--- src/rtl/sram_oq_write_ctrl.sv ---
// sram_oq_write_ctrl: admits or drops whole packets per queue free space, streams beats to QDR, publishes commit pointers.
// Latency: 1-cycle admission decision on the first beat, then beats pass combinationally to mem_wr_*.
// Backpressure: tready follows mem_wr_ack while writing, 1 while dropping. SRAM_OQ_WR_STATS_EN adds stat counters.
module sram_oq_write_ctrl #(
  parameter int C_S_AXIS_DATA_WIDTH  = 256,
  parameter int C_S_AXIS_TUSER_WIDTH = 128,
  parameter int NUM_QUEUES           = 5,
  parameter int MEM_ADDR_WIDTH       = 19,
  parameter int QUEUE_ADDR_WIDTH     = 16
) (
  input  logic                                         aclk,
  input  logic                                         aresetn,
  input  logic [C_S_AXIS_DATA_WIDTH-1:0]               s_axis_tdata,
  input  logic [C_S_AXIS_DATA_WIDTH/8-1:0]             s_axis_tstrb,
  input  logic [C_S_AXIS_TUSER_WIDTH-1:0]              s_axis_tuser,
  input  logic                                         s_axis_tvalid,
  output logic                                         s_axis_tready,
  input  logic                                         s_axis_tlast,
  output logic                                         mem_wr_req,
  input  logic                                         mem_wr_ack,
  output logic [MEM_ADDR_WIDTH-1:0]                    mem_wr_addr,
  output logic [C_S_AXIS_DATA_WIDTH-1:0]               mem_wr_data,
  output logic [C_S_AXIS_DATA_WIDTH/8-1:0]             mem_wr_strb,
  input  logic [NUM_QUEUES*(QUEUE_ADDR_WIDTH+1)-1:0]   rd_ptr_in,
  output logic [NUM_QUEUES*(QUEUE_ADDR_WIDTH+1)-1:0]   commit_ptr_out,
  output logic [NUM_QUEUES-1:0]                        pkt_committed
`ifdef SRAM_OQ_WR_STATS_EN
  ,
  output logic [31:0]                                  stat_pkt_in,
  output logic [31:0]                                  stat_pkt_drop,
  output logic [31:0]                                  stat_trunc
`endif
);

  localparam int PW      = QUEUE_ADDR_WIDTH + 1;
  localparam int QW      = (NUM_QUEUES > 1) ? $clog2(NUM_QUEUES) : 1;
  localparam int DST_LSB = 24;
  localparam logic [PW-1:0] Q_DEPTH = PW'(1) << QUEUE_ADDR_WIDTH;

  localparam logic [1:0] ST_IDLE  = 2'd0;
  localparam logic [1:0] ST_WRITE = 2'd1;
  localparam logic [1:0] ST_DROP  = 2'd2;

  logic [1:0]            state;
  logic [QW-1:0]         cur_q;
  logic [PW-1:0]         wr_ptr     [NUM_QUEUES];
  logic [PW-1:0]         commit_ptr [NUM_QUEUES];
  logic [PW-1:0]         rd_ptr     [NUM_QUEUES];
  logic [PW-1:0]         free_words [NUM_QUEUES];

  logic [NUM_QUEUES-1:0] dst_onehot;
  logic                  dst_vld;
  logic [QW-1:0]         dst_q;
  logic [16:0]           pkt_words;
  logic                  admit;
  logic                  in_write;
  logic                  trunc;
  logic                  beat_wr;
  logic                  unused_tuser;

  assign dst_onehot   = s_axis_tuser[DST_LSB +: NUM_QUEUES];
  assign pkt_words    = ({1'b0, s_axis_tuser[15:0]} + 17'd31) >> 5;
  assign unused_tuser = ^s_axis_tuser;

  // Free space is recomputed every cycle so read-side progress is seen immediately.
  always_comb begin
    for (int i = 0; i < NUM_QUEUES; i++) begin
      rd_ptr[i]     = rd_ptr_in[i*PW +: PW];
      free_words[i] = Q_DEPTH - (wr_ptr[i] - rd_ptr[i]);
    end
  end

  always_comb begin
    commit_ptr_out = '0;
    for (int i = 0; i < NUM_QUEUES; i++) begin
      commit_ptr_out[i*PW +: PW] = commit_ptr[i];
    end
  end

  always_comb begin
    dst_vld = |dst_onehot;
    dst_q   = '0;
    for (int i = NUM_QUEUES - 1; i >= 0; i--) begin
      if (dst_onehot[i]) dst_q = QW'(i);
    end
  end

  assign admit = dst_vld && (s_axis_tuser[15:0] != 16'd0) &&
                 (32'(pkt_words) <= 32'(free_words[dst_q]));

  // A non-final beat arriving with no room means the packet overran its declared length.
  assign in_write      = (state == ST_WRITE);
  assign trunc         = in_write && s_axis_tvalid && !s_axis_tlast && (free_words[cur_q] == '0);
  assign mem_wr_req    = in_write && s_axis_tvalid && !trunc;
  assign beat_wr       = mem_wr_req && mem_wr_ack;
  assign s_axis_tready = beat_wr || (state == ST_DROP);

  assign mem_wr_addr = (MEM_ADDR_WIDTH'(cur_q) << QUEUE_ADDR_WIDTH) |
                       MEM_ADDR_WIDTH'(wr_ptr[cur_q][QUEUE_ADDR_WIDTH-1:0]);
  assign mem_wr_data = s_axis_tdata;
  assign mem_wr_strb = s_axis_tstrb;

  always_ff @(posedge aclk or negedge aresetn) begin
    if (!aresetn) begin
      state         <= ST_IDLE;
      cur_q         <= '0;
      pkt_committed <= '0;
      for (int i = 0; i < NUM_QUEUES; i++) begin
        wr_ptr[i]     <= '0;
        commit_ptr[i] <= '0;
      end
    end else begin
      pkt_committed <= '0;
      case (state)
        ST_IDLE: begin
          if (s_axis_tvalid) begin
            cur_q <= dst_q;
            state <= admit ? ST_WRITE : ST_DROP;
          end
        end
        ST_WRITE: begin
          if (trunc) begin
            wr_ptr[cur_q] <= commit_ptr[cur_q];
            state         <= ST_DROP;
          end else if (beat_wr) begin
            wr_ptr[cur_q] <= wr_ptr[cur_q] + PW'(1);
            if (s_axis_tlast) begin
              commit_ptr[cur_q]    <= wr_ptr[cur_q] + PW'(1);
              pkt_committed[cur_q] <= 1'b1;
              state                <= ST_IDLE;
            end
          end
        end
        ST_DROP: begin
          if (s_axis_tvalid && s_axis_tlast) state <= ST_IDLE;
        end
        default: state <= ST_IDLE;
      endcase
    end
  end

`ifdef SRAM_OQ_WR_STATS_EN
  function automatic logic [31:0] sat_inc(input logic [31:0] v);
    return (v == 32'hFFFF_FFFF) ? v : v + 32'd1;
  endfunction

  always_ff @(posedge aclk or negedge aresetn) begin
    if (!aresetn) begin
      stat_pkt_in   <= '0;
      stat_pkt_drop <= '0;
      stat_trunc    <= '0;
    end else begin
      if ((state == ST_IDLE) && s_axis_tvalid) stat_pkt_in <= sat_inc(stat_pkt_in);
      if (((state == ST_IDLE) && s_axis_tvalid && !admit) || trunc) stat_pkt_drop <= sat_inc(stat_pkt_drop);
      if (trunc) stat_trunc <= sat_inc(stat_trunc);
    end
  end
`endif

endmodule

--- config.mk ---
export PLATFORM = sky130hd
export DESIGN_NAME = sram_oq_write_ctrl
export DESIGN_NICKNAME = d
export VERILOG_FILES = /design/src/rtl/sram_oq_write_ctrl.sv
export SDC_FILE = /design/constraint.sdc
export NUM_CORES = 1
export LEC_CHECK = 0
export CAP_MARGIN = 15
export CORE_AREA = 2 2 357 359
export DETAILED_ROUTE_END_ITERATION = 10
export DIE_AREA = 0 0 359 361
export HOLD_SLACK_MARGIN = 0.02
export PLACE_DENSITY_LB_ADDON = 0.3
export SLEW_MARGIN = 10
export SYNTH_ARGS = -nofsm -noshare
export SYNTH_HDL_FRONTEND = slang
export SYNTH_SLANG_ARGS = --single-unit
--- constraint.sdc ---
create_clock -name aclk -period 6.1 [get_ports aclk]
set_input_delay 0.915 -clock aclk [delete_from_list [all_inputs] [get_ports aclk]]
set_output_delay 0.915 -clock aclk [all_outputs]
set_load 0.1 [all_outputs]
# Word-level counts from Yosys, hierarchy flattened
# Cells that the tools add are included.
classes:
  bitwise_logic: 4
  reduce_logical: 22
  addsub: 12
  mux: 37
  eq_ne: 6
  n_lt_le_gt_ge: 6
op_table:
  columns: ["operator", "n"]
  rows:
  - ["$bwmux W85", 3]
  - ["$bmux W17 S3", 4]
  - ["$mux W85", 2]
  - ["$mux W17", 9]
  - ["$sub A17 B17 Y17", 5]
  - ["$sub A17 B17 Y17 const A", 5]
  - ["$demux W17 S3", 1]
  - ["$mux W5", 4]
  - ["$or A19 B16 Y19", 1]
  - ["$add A16 B5 Y17 const B", 1]
  - ["$add A17 B1 Y17 const B", 1]
  - ["$le A12 B17 Y1", 1]
  - ["$logic_not A17 Y1", 1]
  - ["$reduce_bool A16 Y1", 1]
  - ["$mux W3", 5]
  - ["$mux W2", 6]
  - ["$logic_and A1 B1 Y1", 10]
  - ["$ge A4 B4 Y1 const B", 2]
  - ["$not A3 Y4", 2]
  - ["$reduce_and A4 Y1", 2]
  - ["$pmux W2 S3", 1]
  - ["$reduce_or A5 Y1", 1]
  - ["$lt A3 B4 Y1 const B", 1]
  - ["$lt A4 B1 Y1 const B", 1]
  - ["other kinds (15)", 17]
totals:
  in_bits: 506
  ff_bits: 180
  word_cells: 100
  output_inout_bits: 399

# Depth between registers and ports, before layout
# Gate-level depths: netlist of run 1.
logic_depth:
  depth_word: 14
  ltp_mapped: 22
  depth_no_buf: 22

# Least setup slack after synthesis of run 1
# OpenSTA, ideal clock, no wires.
synth_timing:
  path_type: "input to output"
  start: "input port rd_ptr_in[35]"
  end: "output port mem_wr_req"
  arrival_time_ns: 5.026
  path_stages: 16
  setup_slack_ns: 0.159
  t_required_ns: 5.185
  cell_sequence: "ha_1 > ha_1 > inv_1 > fa_1 > nor2b_1 > o2111ai_2 > a21oi_1 > o41ai_1 > xnor2_1 > nor4bb_1 > o221ai_2 > and2_1 > buf_2 > buf_2 > nor2_1 > nor2_1"
synth_via:
  elab_chain_cells: 9
synth_rtl:
  columns: ["element", "line_no", "rtl"]
  rows:
  - ["from (decl)", "24", "input logic [NUM_QUEUES*(QUEUE_ADDR_WIDTH+1)-1:0] rd_ptr_in,"]
  - ["$sub A17 B17 Y17 (2 in series)", "69", "free_words[i] = Q_DEPTH - (wr_ptr[i] - rd_ptr[i]);"]
  - ["$bmux W17 S3", "93", "assign trunc = in_write && s_axis_tvalid && !s_axis_tlast && (free_words[cur_q] == '0);"]
  - ["$mux W17 (not written as such) (2 in series)", "93", null]
  - ["$logic_not A17 Y1", "93", null]
  - ["$logic_and A1 B1 Y1", "93", null]
  - ["$logic_not A1 Y1", "94", "assign mem_wr_req = in_write && s_axis_tvalid && !trunc;"]
  - ["$logic_and A1 B1 Y1", "94", null]
  - ["to (decl)", "19", "output logic mem_wr_req,"]
# No other way between the ends. The select of a mux whose other input is x is not followed.

# Worst setup path after layout of run 1
layout_timing:
  start: "input port rd_ptr_in[1]"
  end: "output port mem_wr_req"
# Same word-level chain as after synthesis.

==> results of run 1 <==
routing by layer:
metal | track usage (%) | vias up | share of wire (%)
met5 | 0 | - | 0.034
met2 | 23.15 | 632 | 46
met3 | 3.320 | 180 | 6.4
li1 | - | 7107 | -
met4 | 4.890 | 4 | 3.8
met1 | 17.54 | 7665 | 43
cell usage in the layout (no fill, tap or decap), types with 9 or more instances in the layout:
master           count
nor2_1              99
nand2_1            164
xor2_1              34
a21o_1              20
o31ai_1             10
buf_4              100
a221oi_1            48
o21ai_0            112
a221o_1             15
and3_1              17
dfrtp_1            179
nor2b_1             11
a22oi_1             15
nor3_1              33
nand3_1             26
nor4_1              76
nand2b_1             9
clkdlybuf4s50_1    213
o21a_1              19
ha_1               168
clkbuf_16           17
mux2i_1             25
or3_1               12
inv_1              145
nand4_1             20
a31oi_1             21
o211ai_1             9
mux2_2              28
mux4_2              14
a21oi_1             83
o22ai_1              9
a211oi_1            21
xnor2_1             57
and2_1              10
path summary, 6_finish.rpt:
kind / start / endpoint / depth (start not counted)
min in group aclk: wr_ptr[38]$_DFFE_PN0P_ / wr_ptr[38]$_DFFE_PN0P_ / 1
worst max-delay path: rd_ptr_in[1] / mem_wr_req / 15
worst min-delay path: aresetn / commit_ptr_out[72]$_DFFE_PN0P_ / 1
worst min register to register: wr_ptr[38]$_DFFE_PN0P_ / wr_ptr[38]$_DFFE_PN0P_ / 1
worst max register to register: wr_ptr[35]$_DFFE_PN0P_ / wr_ptr[4]$_DFFE_PN0P_ / 20
max in group asynchronous: aresetn / wr_ptr[53]$_DFFE_PN0P_ / 2
worst max-delay path: stages:
cell	delay [ps]
clkdlybuf4s50_1	580
ha_1	370
ha_1	160
inv_1	70
fa_1	460
xor2_1	240
nand3_1	120
o21ai_1	250
or4b_1	480
a2111oi_2	320
nand4_2	200
a211o_2	370
nor2_2	130
nor2_2	120
buf_12	190
power breakdown:
group | switching, W | leakage, nW | internal [W] | total, W
logic | 0.00724 | 6.04 | 0.00315 | 0.0104
registers | 0.000528 | 2.24 | 0.00164 | 0.00217
clock network | 0.000526 | 0.285 | 0.000649 | 0.00118
per-stage QoR:
| step | power, W | cell area (um2) |
|---|---|---|
| 6_report | 0.01373 | 20840 |
| 5_1_grt | 0.01451 | 20830 |
| 4_1_cts | 0.01368 | 20750 |
| 3_5_place_dp | 0.01244 | 20140 |
| 3_3_place_gp | 0.01243 | 20140 |
| 2_1_floorplan | 0.009609 | 17650 |
state kept, by name, summed over array words and instances (netlist names):
signal and cells:
state 2, cur_q 3, wr_ptr 85, commit_ptr_out 85, pkt_committed 5
timing repair:
| action | in CTS | in global routing |
|---|---|---|
| buffers inserted | 0 | 3 |
| hold buffers | 0 | 0 |
| setup endpoints to repair | 2 | 2 |
| resized for setup | 2 | 15 |
| endpoints found under the hold margin | 0 | 0 |
| pin swaps | 0 | 5 |
logic make-up after synthesis:
| logic type | Yosys count | share of synthesized area (%) |
|---|---|---|
| xor+xnor | 92 | 4.566 |
| flops | 180 | 25.52 |
| simple gates | 526 | 15.09 |
| fa+ha+maj | 173 | 12.48 |
| mux | 67 | 4.991 |
| buf+inv | 522 | 17.58 |
| compound gates | 491 | 19.77 |
layout make-up:
class | instances | share of cell area (%)
Timing Repair Buffer | 319 | 14.35
Multi-Input combinational cell | 1349 | 48.56
Clock buffer | 18 | 2.060
Sequential cell | 180 | 21.62
Clock inverter | 13 | 0.8287
Antenna cell | 2 | 0.02402
Inverter | 147 | 2.648
Tap cell | 1650 | 9.908
==> out/qor.csv, run 1 <==
metric,value,unit
outcome,completed,
multi_input_area,0.01012,mm2
synth-seq-cells,180,
synth_edf_count,0,
final_util,16.61,%
ys_async_sr_fraction,100.0,%
avgViaCountPerCell,4.238,
crit_type,input port to primary output,
post-route-min-period,5906,ps
cts.sinks,180,
cts_buffers,17,
htree_levels,4,
place_inst,3641,
grt_max_degree,80,
routed_wl,92850,um
worstSkewPairLatency,460,ps
die_area,0.1296,mm2
cp.arrival,4990,ps
grt_pass1_wl,127300,um
synth_cell_types,98,
grt_use_total,13.93,%
fp.coreArea,0.1254,mm2
synth-seq-area-share,25.52,%
synthTopCellsByArea,"dfrtp_1 26%, buf_4 12%, ha_1 12%",
fin_ws,193.7,ps
die_x,359,um
clock_skew,16.29,ps
grt.overflow.total,0,
ys.flop_type,dfrtp_1,
vias,15588,
ir_drop,0.5199,mV
crit_path_max_fanout,3,
areaGrowthSynthToFinish,18.07,%
port_buffers,221,
synth.top_cell.area_share,25.52,%
power_leakage,8.565,nW
worst_slew_pin_slew,1303,ps
rows,130,
drc_errors,0,
register_area,0.004506,mm2
hold_path_class,input port to async pin,
grt_setup_unrepaired,no,
wl_per_cell,25.24,um
yosysMostFrequentCell,buf_4,
cts_tree,yes,
clockRootBuffer,clkbuf_16,
post-place-ws,-144.6,ps
instances_no_fill,3678,
drt_first_pass_iters,6,
cts_buffer_depth,2,
synth_top_cell_by_area,dfrtp_1,
synthTopCellsByCount,"291 x buf_4, 180 x dfrtp_1, 168 x ha_1",
drt_iter0_drc,1179,
ys_warn_count,0,
required,5180,ps
rrSetupSlack,1150,ps
setup_violations,0,
drive_above_1_share,11.90,%
max_freq,169.3,MHz
tns,0,ps
hold_violations,0,
synth_area,0.01765,mm2
initial_utilization,14.07,%
die_h,361,um
ios,905,
slew_headroom,12.49,%
syn_avg_cell_area,8.604,um2
cp-start-kind,input port,
maxCapViolations,0,
routabilityCongestion,0.8786,
p_per_area,659.1,mW/mm2
hold_ws,507.7,ps
final_net_count,2693,
drv_slew,0,
antenna_found_initial,8,
crit_path_end_kind,primary output,
syn_inst,2051,
grt_pass1_vias,15454,
syn_nets,2730,
period_share,96.83,%
place_hpwl,77800,um
fill_cells,14109,
ant_nets,0,
clk_pin_slew_worst_paths,70,ps
No activity file was read; power rests on OpenSTA's default activity.
==> run 2, diff against run 1 <==
--- a/config.mk
+++ b/config.mk
@@ -9,9 +9,10 @@
 export CORE_AREA = 2 2 357 359
 export DETAILED_ROUTE_END_ITERATION = 10
 export DIE_AREA = 0 0 359 361
+export GPL_TIMING_DRIVEN = 0
 export HOLD_SLACK_MARGIN = 0.02
 export PLACE_DENSITY_LB_ADDON = 0.3
-export SLEW_MARGIN = 10
+export SLEW_MARGIN = 20
 export SYNTH_ARGS = -nofsm -noshare
 export SYNTH_HDL_FRONTEND = slang
 export SYNTH_SLANG_ARGS = --single-unit
==> out/qor.csv, run 2 (synthesized netlist as in run 1, its figures left out) <==
metric,value,unit,change
grt_use_total,14.90,%,+0.97 points
drive_above_1_share,20.58,%,+8.7 points
crit_buf_inv,4,,+1
wl_per_cell,23.67,um,-6.2%
top_layer_used,met5,,
switching_share,62.74,%,+2.3 points
clk_pin_slew_worst_paths,70,ps,about the same
r2r_start,cur_q[0]$_DFFE_PN0P_,,
vias,18174,,+17%
hold_violations,0,,unchanged
final_common_cell,clkdlybuf4s50_1,,
fp.coreArea,0.1254,mm2,unchanged
initial_utilization,14.07,%,unchanged
rows,130,,unchanged
grt_pass1_vias,17627,,+14%
ant_nets,0,,unchanged
maxCapViolations,0,,unchanged
dr_wl_met3,8674,um,+45%
setup_violations,0,,unchanged
path_cells,clkdlybuf4s50_1 -> ha_1 -> ha_1 -> a21oi_1 -> a31oi_4 -> xor2_2 -> or4b_4 -> a221oi_4 -> o221ai_4 -> and2_1 -> clkbuf_4 -> buf_6 -> nor2_4 -> nor2_4 -> buf_12,,
postPlaceCellArea,0.02498,mm2,+24%
finalPower,0.01518,W,+11%
hold_path_class,input port to async pin,,
clockPowerShare,7.3,%,-1.3 points
slew_headroom,21.44,%,+9.0 points
die_h,361,um,unchanged
routed_wl,101100,um,+8.9%
cts_buffer_depth,2,,unchanged
cts.sinks,180,,unchanged
p_int,0.005654,W,+4.0%
ios,905,,unchanged
clock_skew,14.70,ps,-1.586 ps
cp-start-kind,input port,,
rrSetupSlack,1180,ps,+30 ps
grt_max_degree,76,,-5.0%
critPathSlowestCell,a21oi_1,,
avgViaCountPerCell,4.255,,+0.40%
drv_slew,0,,unchanged
cp_top_family,compound AO/OA/AOI/OAI gates,,
period_share,97.99,%,+1.2 points
htree_levels,4,,unchanged
cts_tree,yes,,
port_buffers,509,,+130%
fin_ws,122.7,ps,-70.98 ps
crit_type,input port to primary output,,
wl_met2,49110,um,+14%
p_seq_share,14.4,%,-1.4 points
crit_path_end_kind,primary output,,
combPwrFrac,78.2,%,+2.5 points
power_switching,0.009522,W,+15%
outcome,completed,,
worstSkewPairLatency,470,ps,about the same
grt.overflow.total,0,,unchanged
drt-met1-wl,40560,um,+0.82%
die_area,0.1296,mm2,unchanged
p_per_area,580.8,mW/mm2,-12%
clockRootBuffer,clkbuf_16,,
drt_first_pass_iters,5,,-1
die_x,359,um,unchanged
max_freq,167.3,MHz,-1.2%
crit_path_max_fanout,10,,+7
drc_errors,0,,unchanged
areaGrowthSynthToFinish,48.05,%,
final_net_count,3285,,+22%
cts_buffers,17,,unchanged
antenna_found_initial,7,,-1
power_leakage,11.09,nW,+29%
required,5180,ps,about the same
drt_iter0_drc,1307,,+11%
worst_slew_pin_slew,1175,ps,-128.6 ps
fill_cells,13858,,-1.8%
r2r-end,wr_ptr[80]$_DFFE_PN0P_,,
place_hpwl,86190,um,+11%
cts_hold_buf,0,,unchanged
routabilityCongestion,0.9296,,+5.8%
ir_drop,0.5021,mV,-3.4%
cp.arrival,5060,ps,+70 ps
final_cell_mix,"483 x clkdlybuf4s50_1, 311 x buf_4, 180 x dfrtp_1, 163 x nand2_1, 163 x ha_1",,
max_stage_delay,530,ps,-50 ps
grt_pass1_wl,138400,um,+8.8%
post-route-min-period,5977,ps,+70.98 ps
post-place-ws,-1986,ps,-1841 ps
stdcell_area,0.02613,mm2,+25%
worst-r2r-cell-count,12,,-40%
run 2: how the worst max path moves through the flow:
stage                  start                      to  cells after the start
6_report       rd_ptr_in[57]              mem_wr_req                     15
3_3_place_gp         aresetn  wr_ptr[56]$_DFFE_PN0P_                      1
3_5_place_dp   rd_ptr_in[34]              mem_wr_req                     20
2_1_floorplan  rd_ptr_in[35]              mem_wr_req                     16
5_1_grt         rd_ptr_in[4]              mem_wr_req                     17
4_1_cts        rd_ptr_in[35]           s_axis_tready                     16
run 2: cell type report:
class                      count  area, um2  area share, %
multi-input combinational   1349      10530          40.29
timing repair buffer         538       5354          20.49
sequential                   180       4504          17.24
buffer                       373       2554          9.774
tap                         1650       2064          7.902
inverter                     147      551.8          2.112
clock buffer                  18      439.2          1.681
clock inverter                14      128.9         0.4933
antenna                        2      5.005        0.01916
run 2: power groups by stage:
stage	Sequential, W	Clock (W)	Combinational (W)
after floorplan	0.00345	0	0.00616
after global placement	0.00220	0	0.0112
after detailed placement	0.00220	0	0.0113
after CTS	0.00219	0.00113	0.0116
after global routing	0.00223	0.00117	0.0125
final	0.00219	0.00111	0.0119
run 2: metrics by stage:
stage                     utilization (%)  hold WS [ps]  instances  TNS, ps
after floorplan                         -         443.6       2051        0
after global placement              19.78         485.5       4210  -747550
after detailed placement            19.92         475.1       4218   -11850
after CTS                           20.62         364.0       4263        0
after global routing                20.83         376.8       4269   -25.39
final                               20.83         360.9       4271        0
run 2: worst register-to-register path, stage by stage (launching register included):
cell and delay [ps]:
dfrtp_1 530, buf_4 310, buf_4 330, buf_2 310, buf_2 420, buf_1 920, a21oi_1 180, o221ai_4 350
and2_1 180, clkbuf_4 230, clkbuf_1 530, nor4_1 200, a221oi_1 320
run 2: repair_timing:
item                                   CTS  global route
pin swaps                               18            17
endpoints found under the hold margin    0             0
resized for setup                       70            47
setup endpoints to repair                2             2
setup buffers                           14             7
cloned                                   0             0
run 2: layer usage:
layer	vias to the layer above	track usage (%)
met2	959	25.74
met3	117	3.769
met5	-	0
met4	4	3.731
li1	8295	-
met1	8799	18.39
